[src/rtl/minterm_pkg.sv]
// Shared definitions for the minterm scanner: state encoding, default input
// count and the truth-table width derivation.
package minterm_pkg;

    localparam int N_VARS_DEFAULT = 4;

    typedef enum logic [1:0] {
        IDLE = 2'd0,
        SCAN = 2'd1,
        EMIT = 2'd2,
        DONE = 2'd3
    } state_t;

    function automatic int tt_width(input int n_vars);
        return 1 << n_vars;
    endfunction

endpackage

[src/rtl/minterm_scanner.sv]
// Serially emits the index of every set bit of a captured truth table, in
// ascending order, over a valid/ready stream, and counts the minterms sent.
module minterm_scanner
    import minterm_pkg::*;
#(
    parameter int N_VARS = N_VARS_DEFAULT
) (
    input  logic                          clk,
    input  logic                          rst_n,
    input  logic                          start,
    input  logic [tt_width(N_VARS)-1:0]   tt,
    output logic                          busy,
    output logic                          m_valid,
    input  logic                          m_ready,
    output logic [N_VARS-1:0]             m_index,
    output logic                          m_last,
    output logic                          done,
    output logic [N_VARS:0]               count
);

    localparam int                TT_W      = tt_width(N_VARS);
    localparam logic [N_VARS-1:0] IDX_MAX   = N_VARS'(TT_W - 1);
    localparam logic [N_VARS-1:0] IDX_ONE   = N_VARS'(1);
    localparam logic [N_VARS:0]   COUNT_ONE = (N_VARS + 1)'(1);

    state_t              state_q, state_d;
    logic [TT_W-1:0]     tt_q, tt_d;
    logic [N_VARS-1:0]   idx_q, idx_d;
    logic [N_VARS:0]     count_q, count_d;
    logic [TT_W-1:0]     above_mask;
    logic                upper_zero;

    // Bits strictly above idx; when none are set this is the final minterm.
    always_comb begin
        above_mask = ({TT_W{1'b1}} << idx_q) << 1;
        upper_zero = ~|(tt_q & above_mask);
    end

    always_comb begin
        state_d = state_q;
        tt_d    = tt_q;
        idx_d   = idx_q;
        count_d = count_q;
        unique case (state_q)
            IDLE: begin
                if (start) begin
                    tt_d    = tt;
                    idx_d   = '0;
                    count_d = '0;
                    state_d = SCAN;
                end
            end
            SCAN: begin
                if (tt_q[idx_q]) begin
                    state_d = EMIT;
                end else if (idx_q == IDX_MAX) begin
                    state_d = DONE;
                end else begin
                    idx_d = idx_q + IDX_ONE;
                end
            end
            EMIT: begin
                if (m_ready) begin
                    count_d = count_q + COUNT_ONE;
                    if (upper_zero) begin
                        state_d = DONE;
                    end else begin
                        idx_d   = idx_q + IDX_ONE;
                        state_d = SCAN;
                    end
                end
            end
            DONE: begin
                state_d = IDLE;
            end
            default: begin
                state_d = IDLE;
            end
        endcase
    end

    always_ff @(posedge clk or negedge rst_n) begin
        if (!rst_n) begin
            state_q <= IDLE;
            tt_q    <= '0;
            idx_q   <= '0;
            count_q <= '0;
        end else begin
            state_q <= state_d;
            tt_q    <= tt_d;
            idx_q   <= idx_d;
            count_q <= count_d;
        end
    end

    // Outputs depend on registered state only; m_ready never reaches m_valid.
    always_comb begin
        busy    = (state_q != IDLE);
        m_valid = (state_q == EMIT);
        m_index = idx_q;
        m_last  = (state_q == EMIT) && upper_zero;
        done    = (state_q == DONE);
        count   = count_q;
    end

endmodule

[config.mk]
export PLATFORM = sky130hd
export DESIGN_NAME = minterm_scanner
export DESIGN_NICKNAME = d
export VERILOG_FILES = /design/src/rtl/minterm_pkg.sv /design/src/rtl/minterm_scanner.sv
export SDC_FILE = /design/constraint.sdc
export NUM_CORES = 1
export LEC_CHECK = 0
export BUFFER_PORTS_ARGS = -buffer_cell sky130_fd_sc_hd__buf_2
export CAP_MARGIN = 15
export CORE_MARGIN = 1
export CORE_UTILIZATION = 50
export CTS_CLUSTER_SIZE = 12
export DETAILED_ROUTE_END_ITERATION = 12
export PLACE_DENSITY_LB_ADDON = 0.08
export SLEW_MARGIN = 20
export SYNTH_ARGS = -nofsm -noshare
export SYNTH_HDL_FRONTEND = slang
export SYNTH_SLANG_ARGS = --single-unit
[constraint.sdc]
create_clock -name clk -period 4.79 [get_ports clk]
set_input_delay 0.2395 -clock clk [delete_from_list [all_inputs] [get_ports clk]]
set_output_delay 0.2395 -clock clk [all_outputs]
set_load 0.01 [all_outputs]
* Word level (Yosys, flattened, before mapping)
Cells that the tools add are included.
** Word-level totals
- Register bits after elaboration :: 27
- Output and inout bits :: 13
- Logic and storage cells :: 47
- Bits of input ports :: 20
** Operators by class
- Eq/ne operators :: 10
- Mux-type cells :: 17
- Add/subtract/negate cells :: 2
- Reduce and logical (&&, ||, !) cells :: 11
- Order comparisons :: 1
- Bitwise operators :: 1
- Shift-type cells :: 1
** Operator list (number)
- $mux 4 :: 5
- $and 16x16->16 :: 1
- $reduce_or 16->1 :: 1
- $shl 16x4->15 const A :: 1
- $pmux 4 s3 :: 1
- $mux 2 :: 5
- $mux 5 :: 2
- $pmux 5 s2 :: 1
- $pmux 2 s4 :: 1
- $ne 2x2->1 const B :: 3
- $reduce_and 3->1 :: 2
- $reduce_and 6->1 :: 1
- $add 5x1->5 const B :: 1
- $lt 4x5->1 const B :: 1
- $add 4x1->4 const B :: 1
- $bmux 1 s4 :: 1
- $eq 2x2->1 const B :: 2
- $eq 4x4->1 const B :: 1
- $ne 2x1->1 const B :: 2
- $reduce_bool 2->1 :: 2
- $ne 3x3->1 const B :: 1
- $reduce_bool 3->1 :: 1
- $eq 2x1->1 const B :: 1
- $logic_not 2->1 :: 1
- other kinds (4) :: 4

* Logic depth before layout (Yosys ltp)
Gate-level depths: netlist of the first run.
- Word-level depth :: 6
- Gate-level depth with buffers :: 8
- Gate-level depth less buffers :: 8

* Worst setup path before layout of the first run
OpenSTA, ideal clock, no wires.
- Kind :: register to register
- Start point :: register idx_q[0], in the netlist m_index[0]
- End point :: register idx_q[3], in the netlist m_index[3]
- Setup time :: 0.126 ns
- Cell stages (with the launch flop) :: 8
- Clock period less this slack :: 2.436 ns
- Data required time :: 4.664 ns
- Path buffers :: 0
- Data arrival time :: 2.310 ns
- Slack :: 2.354 ns
- Cells stage by stage :: dfrtp_1 inv_1 ha_1 a2111oi_4 o221a_2 or4b_4 and4_1 a221o_1
** On the way
- Word-level cells in the longest chain between the ends :: 5
- Elaborated cells between the ends (all ways) :: 16
- Those cells by class :: add/sub (1); eq/ne (4); shift (1); mux (7); bitwise (1); reduce/logical (2)
** Ends and longest elaborated chain
- from (decl) :: line minterm_scanner.sv:28 : logic [N_VARS-1:0] idx_q, idx_d;
- from (signal assigned) :: line minterm_scanner.sv:91 : idx_q <= idx_d;
- $shl 16x4->15 :: line minterm_scanner.sv:35 : above_mask = ({TT_W{1'b1}} << idx_q) << 1;
- $and 16x16->16 :: line minterm_scanner.sv:36 : upper_zero = ~|(tt_q & above_mask);
- $reduce_or 16->1 :: line minterm_scanner.sv:36
- $ne 2x1->1 (no source line)
- $reduce_and 6->1 (no source line)
Parallel ways exist; a longest one is shown, timed or not. The select of a mux whose other input is x is not followed.
A chain may end at the register's enable or synchronous reset.

* Final worst setup path of the first run
- Start point :: register idx_q[0], in the netlist m_index[0]
- End point :: output m_last
** On the way
- Word-level cells in the longest chain between the ends :: 5
** Ends and longest elaborated chain
- $shl 16x4->15 :: line minterm_scanner.sv:35
- $and 16x16->16 :: line minterm_scanner.sv:36
- $reduce_or 16->1 :: line minterm_scanner.sv:36
- $logic_not 1->1 :: line minterm_scanner.sv:36
- $logic_and 1x1->1 :: line minterm_scanner.sv:101 : m_last = (state_q == EMIT) && upper_zero;
- to (decl) :: line minterm_scanner.sv:16 : output logic m_last,
No other way between the ends.

==> key figures, run 1 <==
CTS
  • # Post-CTS Setup Buffers: 0
  • Cts hold-fix bufs: 1
  • CTS tree: yes
  • Htree depth: 1
  • CTS resizes: 0
  • Root buffer cell: clkbuf_4
  • Clk Latency, worst-skew pair: 0.32 ns
  • CTS max path bufs: 2
  • Clock transition at path regs: 0.14 ns
  • Num CTS Buffers: 3
  • Sink Count: 27

Die
  • Row count: 20
  • Full die area: 3490 µm²
  • Die span in y: 59.1 µm
  • Starting Density: 52.9%
  • Core area: 3080 µm²
  • Die width: 59.1 µm
  • I/O Pins: 33

Global route
  • Vias in the first global route: 1,142
  • Largest net degree at the start of global routing: 28
  • Global route total overflow: 0
  • Initial antenna violation count: 0
  • First-pass GRT wire length: 5.29 mm
  • All-Layer GR Usage: 20.2%

Yosys
  • Synthesis Warnings: 0
  • Sequential cell area fraction in the yosys report: 41.5%
  • Post-synth EDFFs: 0
  • Synth Flop Type: dfrtp_1
  • Distinct cells, synth: 45
  • Syn Nets: 176
  • Ys async rst share: 100%
  • Mapped Avg Cell Area: 11.1 µm²
  • Post-Syn Instances: 147
  • Post-Syn Area: 1630 µm²
  • Register bit count reported by yosys: 27

Layout
  • Core occupancy in the finished layout: 60.0%
  • Diodes inserted: 0
  • Filler cell count: 272
  • Cell Count, Final, Fillers Out: 223
  • Register area: 676 µm²
  • Nets@finish: 209
  • Cell area after layout: 1850 µm²
  • Area growth syn-to-layout: 13.4%
  • Share of layout cells above drive strength 1: 34.6%
  • Area occupied by multi-input gates: 887 µm²

Power
  • Worst vdd ir: 318 µV
  • PD cells: 651 nW/µm²
  • Pleak: 0.877 nW

STA
  • Fmax: 353 MHz
  • Final Cycle Share: 59.1%
  • Final hold vios: 0
  • Final Slew Violations: 0
  • Setup_tns: 0 ns
  • Worst Max-Slew Pin Slew: 0.667 ns
  • Setup Skew: 0.00302 ns
  • Number of endpoints failing setup at the final stage: 0
  • Minimum clock period: 2.83 ns
  • Worst slew margin: 55.4%
  • Unrepaired setup endpoints after global routing: false

Placement
  • DP Cell Count: 218
  • Post-DP Area: 1810 µm²
  • PortBufs: 32
  • Hpwl dp: 2.42 mm
  • Final GP Congestion: 0.818

Setup path
  • Worst Setup Path Type: reg -> out
  • Arr. time, crit path: 2.59 ns
  • Crit Path Max Fanout: 9
  • Startpoint types: flop
  • WP data required: 4.55 ns
  • Crit. End Element: output port

Detailed routing
  • Routed WL: 3.25 mm
  • Initial drt markers: 53
  • Post-DR wirelength/cell: 14.6 µm
  • DRC violations left: 0
  • 1st-pass router iterations: 5
  • Antenna viol nets, final: 0
  • DR vias/cell: 5.51
  • DR vias: 1,228

Hold path
  • Hold Crit Class: in -> reg

Status
  • Outcome: completed

Flow run
  • Max Cap Viol: 0
registers in the layout (all words and copies together), names as in the netlist:
register,flops
tt_q,16
count,5
m_index,4
state_q,2
layer usage:
| layer | vias up | part of all wire, % | global-route usage [%] |
|---|---|---|---|
| met5 | - | 0 | 0 |
| met2 | 39 | 45 | 30.7 |
| met4 | 0 | 0.58 | 7.14 |
| met1 | 585 | 50 | 30.1 |
| met3 | 2 | 3.9 | 1.97 |
| li1 | 602 | - | - |
synthesized netlist by cell type, drive strengths merged (2+ instances only):
master | n | area (µm²)
xor2 | 3 | 26.3
buf | 4 | 28.8
nand4 | 2 | 12.5
o21a | 2 | 15.0
nand2 | 11 | 41.3
nand3 | 8 | 45.0
a31oi | 4 | 25.0
a222oi | 2 | 20.0
mux2 | 20 | 229
ha | 9 | 113
a21oi | 4 | 20.0
dfrtp | 27 | 676
o21ai | 2 | 10.0
inv | 9 | 33.8
nor2 | 6 | 22.5
mux2i | 6 | 60.1
nor2b | 5 | 31.3
path summary, 6_finish.rpt:
check	startpoint	to	slack, ns	cells after the start
max	m_index[0]$_DFFE_PN0P_	m_last	1.96	7
max reg2reg	m_index[0]$_DFFE_PN0P_	m_index[3]$_DFFE_PN0P_	2.20	7
min reg2reg	tt_q[0]$_DFFE_PN0P_	tt_q[0]$_DFFE_PN0P_	0.54	1
min	tt[12]	tt_q[12]$_DFFE_PN0P_	0.13	2
max in group asynchronous	rst_n	tt_q[12]$_DFFE_PN0P_	3.97	2
min in group asynchronous	rst_n	tt_q[7]$_DFFE_PN0P_	0.43	2
report_power, final:
| part | internal [mW] | switching [mW] |
|---|---|---|
| Sequential | 0.332 | 0.152 |
| Combinational | 0.324 | 0.296 |
| Clock | 0.0326 | 0.0675 |
| Total | 0.688 | 0.515 |
final cells by class:
| type | instances | share of cell area, % |
|---|---|---|
| timing repair buffer | 33 | 9.21 |
| tap | 44 | 2.98 |
| multi-input combinational | 106 | 48.0 |
| sequential | 27 | 36.6 |
| inverter | 9 | 1.83 |
| clock buffer | 4 | 1.42 |
through the flow:
stage	setup WS [ns]	hold WS, ns	total power [mW]
after global placement	2.28	0.272	1.09
after detailed placement	2.23	0.284	1.10
after global routing	1.78	0.117	1.30
final	1.96	0.135	1.20
after floorplan	2.35	-0.0561	0.951
after CTS	1.94	0.125	1.21
cell usage in the layout (no fill, tap or decap), types with 2 or more instances in the layout:
| master | count |
|---|---|
| a21oi_1 | 4 |
| a222oi_1 | 2 |
| a31oi_1 | 4 |
| buf_2 | 32 |
| clkbuf_4 | 3 |
| dfrtp_1 | 27 |
| ha_1 | 9 |
| inv_1 | 8 |
| mux2_2 | 19 |
| mux2i_1 | 6 |
| nand2_1 | 11 |
| nand3_1 | 7 |
| nand4_1 | 2 |
| nor2_1 | 6 |
| nor2b_1 | 5 |
| o21a_1 | 2 |
| o21ai_0 | 2 |
| xor2_1 | 3 |
worst max-delay path, stage by stage (launching register included):
cell and delay (ns):
dfrtp_1 0.55, inv_1 0.15, ha_1 0.30, a2111oi_4 0.36, o221a_2 0.22, or4b_4 0.49
inv_1 0.08, buf_2 0.12
cells by family after synthesis:
| family | Yosys count | share of synthesized area, % |
|---|---|---|
| AOI/OAI and AO/OA | 26 | 13.3 |
| buffers and inverters | 14 | 4.07 |
| adders and majority gates | 9 | 6.91 |
| xor gates and xnor gates | 3 | 1.61 |
| DFF | 27 | 41.5 |
| muxes | 27 | 19.1 |
| and+or+nand+nor | 41 | 13.5 |
Power figures use the tool's default switching activity.
==> run 2, diff against run 1 <==
==> constraint.sdc (replaced) <==
create_clock -name clk -period 2.9 [get_ports clk]
set_input_delay 0.145 -clock clk [delete_from_list [all_inputs] [get_ports clk]]
set_output_delay 0.145 -clock clk [all_outputs]
set_load 0.01 [all_outputs]
==> run 2 against run 1 <==
Compared with the run above:
- register-to-register slack got worse by 1.8 ns
- wire length fell by 3.4%
- combinational power rose by 69%
- non-clock buffer count rose by 2
- clock skew rose by 0.0015 ns
- final cell count rose by 0.90%
- hold slack got worse by 0.11 ns
- die area did not move
- first-iteration DRC count rose by 26%
- worst setup slack got worse by 1.7 ns
- total power rose by 66%
==> key figures, run 2 (synthesis gave the netlist of run 1 again) <==
Status
  • Outcome: completed

Layout
  • Nets@finish: 211 (+0.96%)
  • Core occupancy in the finished layout: 60.7% (+0.65 points)
  • Commonest cells after routing, fill and taps aside: buf_2 (32), dfrtp_1 (26), mux2_2 (19), nand2_1 (11), ha_1 (9)
  • Area growth syn-to-layout: 14.7%
  • Cell Count, Final, Fillers Out: 225 (+0.90%)
  • Biggest register: tt_q
  • Filler cell count: 269 (-1.1%)
  • Diodes inserted: 0 (unchanged)
  • Commonest non-fill, non-tap cell in the layout: buf_2
  • Share of layout cells above drive strength 1: 36.5% (+1.8 points)
  • Max reg flops: 16 (unchanged)

STA
  • Setup Skew: 0.00453 ns (+0.00151 ns)
  • Minimum clock period: 2.62 ns
  • Final Cycle Share: 90.4%
  • Setup_tns: 0 ns (unchanged)
  • Fmax: 381 MHz
  • Worst hold margin: 0.0259 ns (-0.109 ns)
  • Unrepaired setup endpoints after global routing: false
  • Worst slew margin: 55.7% (+0.22 points)
  • Worst Max-Slew Pin Slew: 0.664 ns (-0.00330 ns)
  • Number of endpoints failing setup at the final stage: 0 (unchanged)
  • Final Slew Violations: 0 (unchanged)
  • Final hold vios: 0 (unchanged)

Die
  • Die width: 59.1 µm (unchanged)
  • I/O Pins: 33 (unchanged)
  • Row count: 20 (unchanged)
  • Full die area: 3490 µm² (unchanged)
  • Die span in y: 59.1 µm (unchanged)
  • Starting Density: 52.9% (unchanged)
  • Core area: 3080 µm² (unchanged)

Placement
  • DP Cell Count: 220 (+0.92%)
  • PortBufs: 32 (unchanged)
  • Final GP Congestion: 0.836 (+2.1%)
  • Hpwl dp: 2.40 mm (-0.65%)

Hold path
  • Min-Delay Startpoint: tt[9]
  • Hold Crit Class: in -> reg

CTS
  • CTS tree: yes
  • Num CTS Buffers: 3 (unchanged)
  • Clock transition at path regs: 0.15 ns (about the same)
  • Clk Latency, worst-skew pair: 0.33 ns (about the same)
  • CTS max path bufs: 2 (unchanged)
  • Htree depth: 1 (unchanged)
  • Sink Count: 27 (unchanged)
  • # Post-CTS Setup Buffers: 0 (unchanged)
  • Root buffer cell: clkbuf_4

Setup path
  • Startpoint types: flop
  • Worst Setup Path Type: reg -> out
  • Arr. time, crit path: 2.48 ns (-0.11 ns)
  • WP data required: 2.76 ns (-1.79 ns)
  • Crit. End Element: output port
  • Crit Path Max Fanout: 9 (unchanged)
  • Worst setup startpoint: m_index[0]$_DFFE_PN0P_
  • Setup slack, reg-to-reg: 0.43 ns (-1.77 ns)
  • R2r startpoint: m_index[0]$_DFFE_PN0P_

Power
  • Pleak: 0.885 nW (+0.86%)
  • PD cells: 1070 nW/µm² (+64%)
  • Worst vdd ir: 442 µV (+39%)
  • Total power: 2.00 mW (+66%)

Detailed routing
  • DR vias: 1,247 (+1.5%)
  • Initial drt markers: 67 (+26%)
  • Antenna viol nets, final: 0 (unchanged)
  • 1st-pass router iterations: 4 (-1)
  • Post-DR wirelength/cell: 14.0 µm (-4.2%)
  • DR vias/cell: 5.54 (+0.64%)
  • Routed WL: 3.14 mm (-3.4%)
  • DRC violations left: 0 (unchanged)

Global route
  • Largest net degree at the start of global routing: 28 (unchanged)
  • First-pass GRT wire length: 5.32 mm (+0.64%)
  • All-Layer GR Usage: 20.1% (-0.075 points)
  • Initial antenna violation count: 0 (unchanged)
  • Vias in the first global route: 1,160 (+1.6%)
  • Global route total overflow: 0 (unchanged)

Flow run
  • Max Cap Viol: 0 (unchanged)
-- run 2: cell types whose count changed in the layout (fill, tap and decap cells not counted), sizes merged --
cell,before,now
clkinvlp,0,1
clkbuf,4,3
buf,32,34
-- run 2: final cells by class --
class | instances | area (µm²) | area share, %
flip-flops and latches | 27 | 677 | 36.2
clock inverters | 1 | 7.51 | 0.402
repair buffers | 35 | 185 | 9.91
well taps | 44 | 55.1 | 2.95
multi-input cells | 106 | 887 | 47.5
clock buffers | 3 | 22.5 | 1.21
inverters | 9 | 33.8 | 1.81
-- run 2: final timing paths --
path,to,cells past startpoint
max,m_last,7
min,tt_q[9]$_DFFE_PN0P_,2
max reg2reg,m_index[3]$_DFFE_PN0P_,7
min reg2reg,state_q[1]$_DFFE_PN0P_,1
max in group asynchronous,m_index[0]$_DFFE_PN0P_,2
min in group asynchronous,tt_q[3]$_DFFE_PN0P_,2
-- run 2: timing repair --
item / 4_1_cts / 5_1_grt
endpoints found under the hold margin: 27 / 0
hold buffers: 1 / 0
gates resized for setup: 0 / 1
setup endpoints to repair: 0 / 1
-- run 2: routing by layer --
metal,GRT usage [%],share of wire (%),up-vias
li1,-,-,605
met1,28.4,49,610
met2,32.1,47,27
met3,2.40,3.0,5
met4,6.80,1.2,0
met5,0,0,-
-- run 2: where the power goes --
part / switching [mW] / internal, mW / total, mW / leakage (nW)
clock network: 0.117 / 0.0529 / 0.170 / 0.0139
logic: 0.499 / 0.547 / 1.05 / 0.539
registers: 0.234 / 0.550 / 0.784 / 0.332
total: 0.850 / 1.15 / 2.00 / 0.885
-- run 2: through the flow --
| stage | setup WS, ns | area [µm²] |
|---|---|---|
| after detailed placement | 0.355 | 1830 |
| final | 0.278 | 1870 |
| after floorplan | 0.464 | 1630 |
| after global placement | 0.415 | 1830 |
| after global routing | 0.0885 | 1870 |
| after CTS | 0.158 | 1870 |
-- run 2: worst max-delay path, cell delays in order (launching register included) --
cell,delay (ns)
dfrtp_2,0.48
inv_1,0.12
ha_1,0.29
a2111oi_4,0.36
o221a_2,0.21
or4b_4,0.49
inv_1,0.07
buf_2,0.12
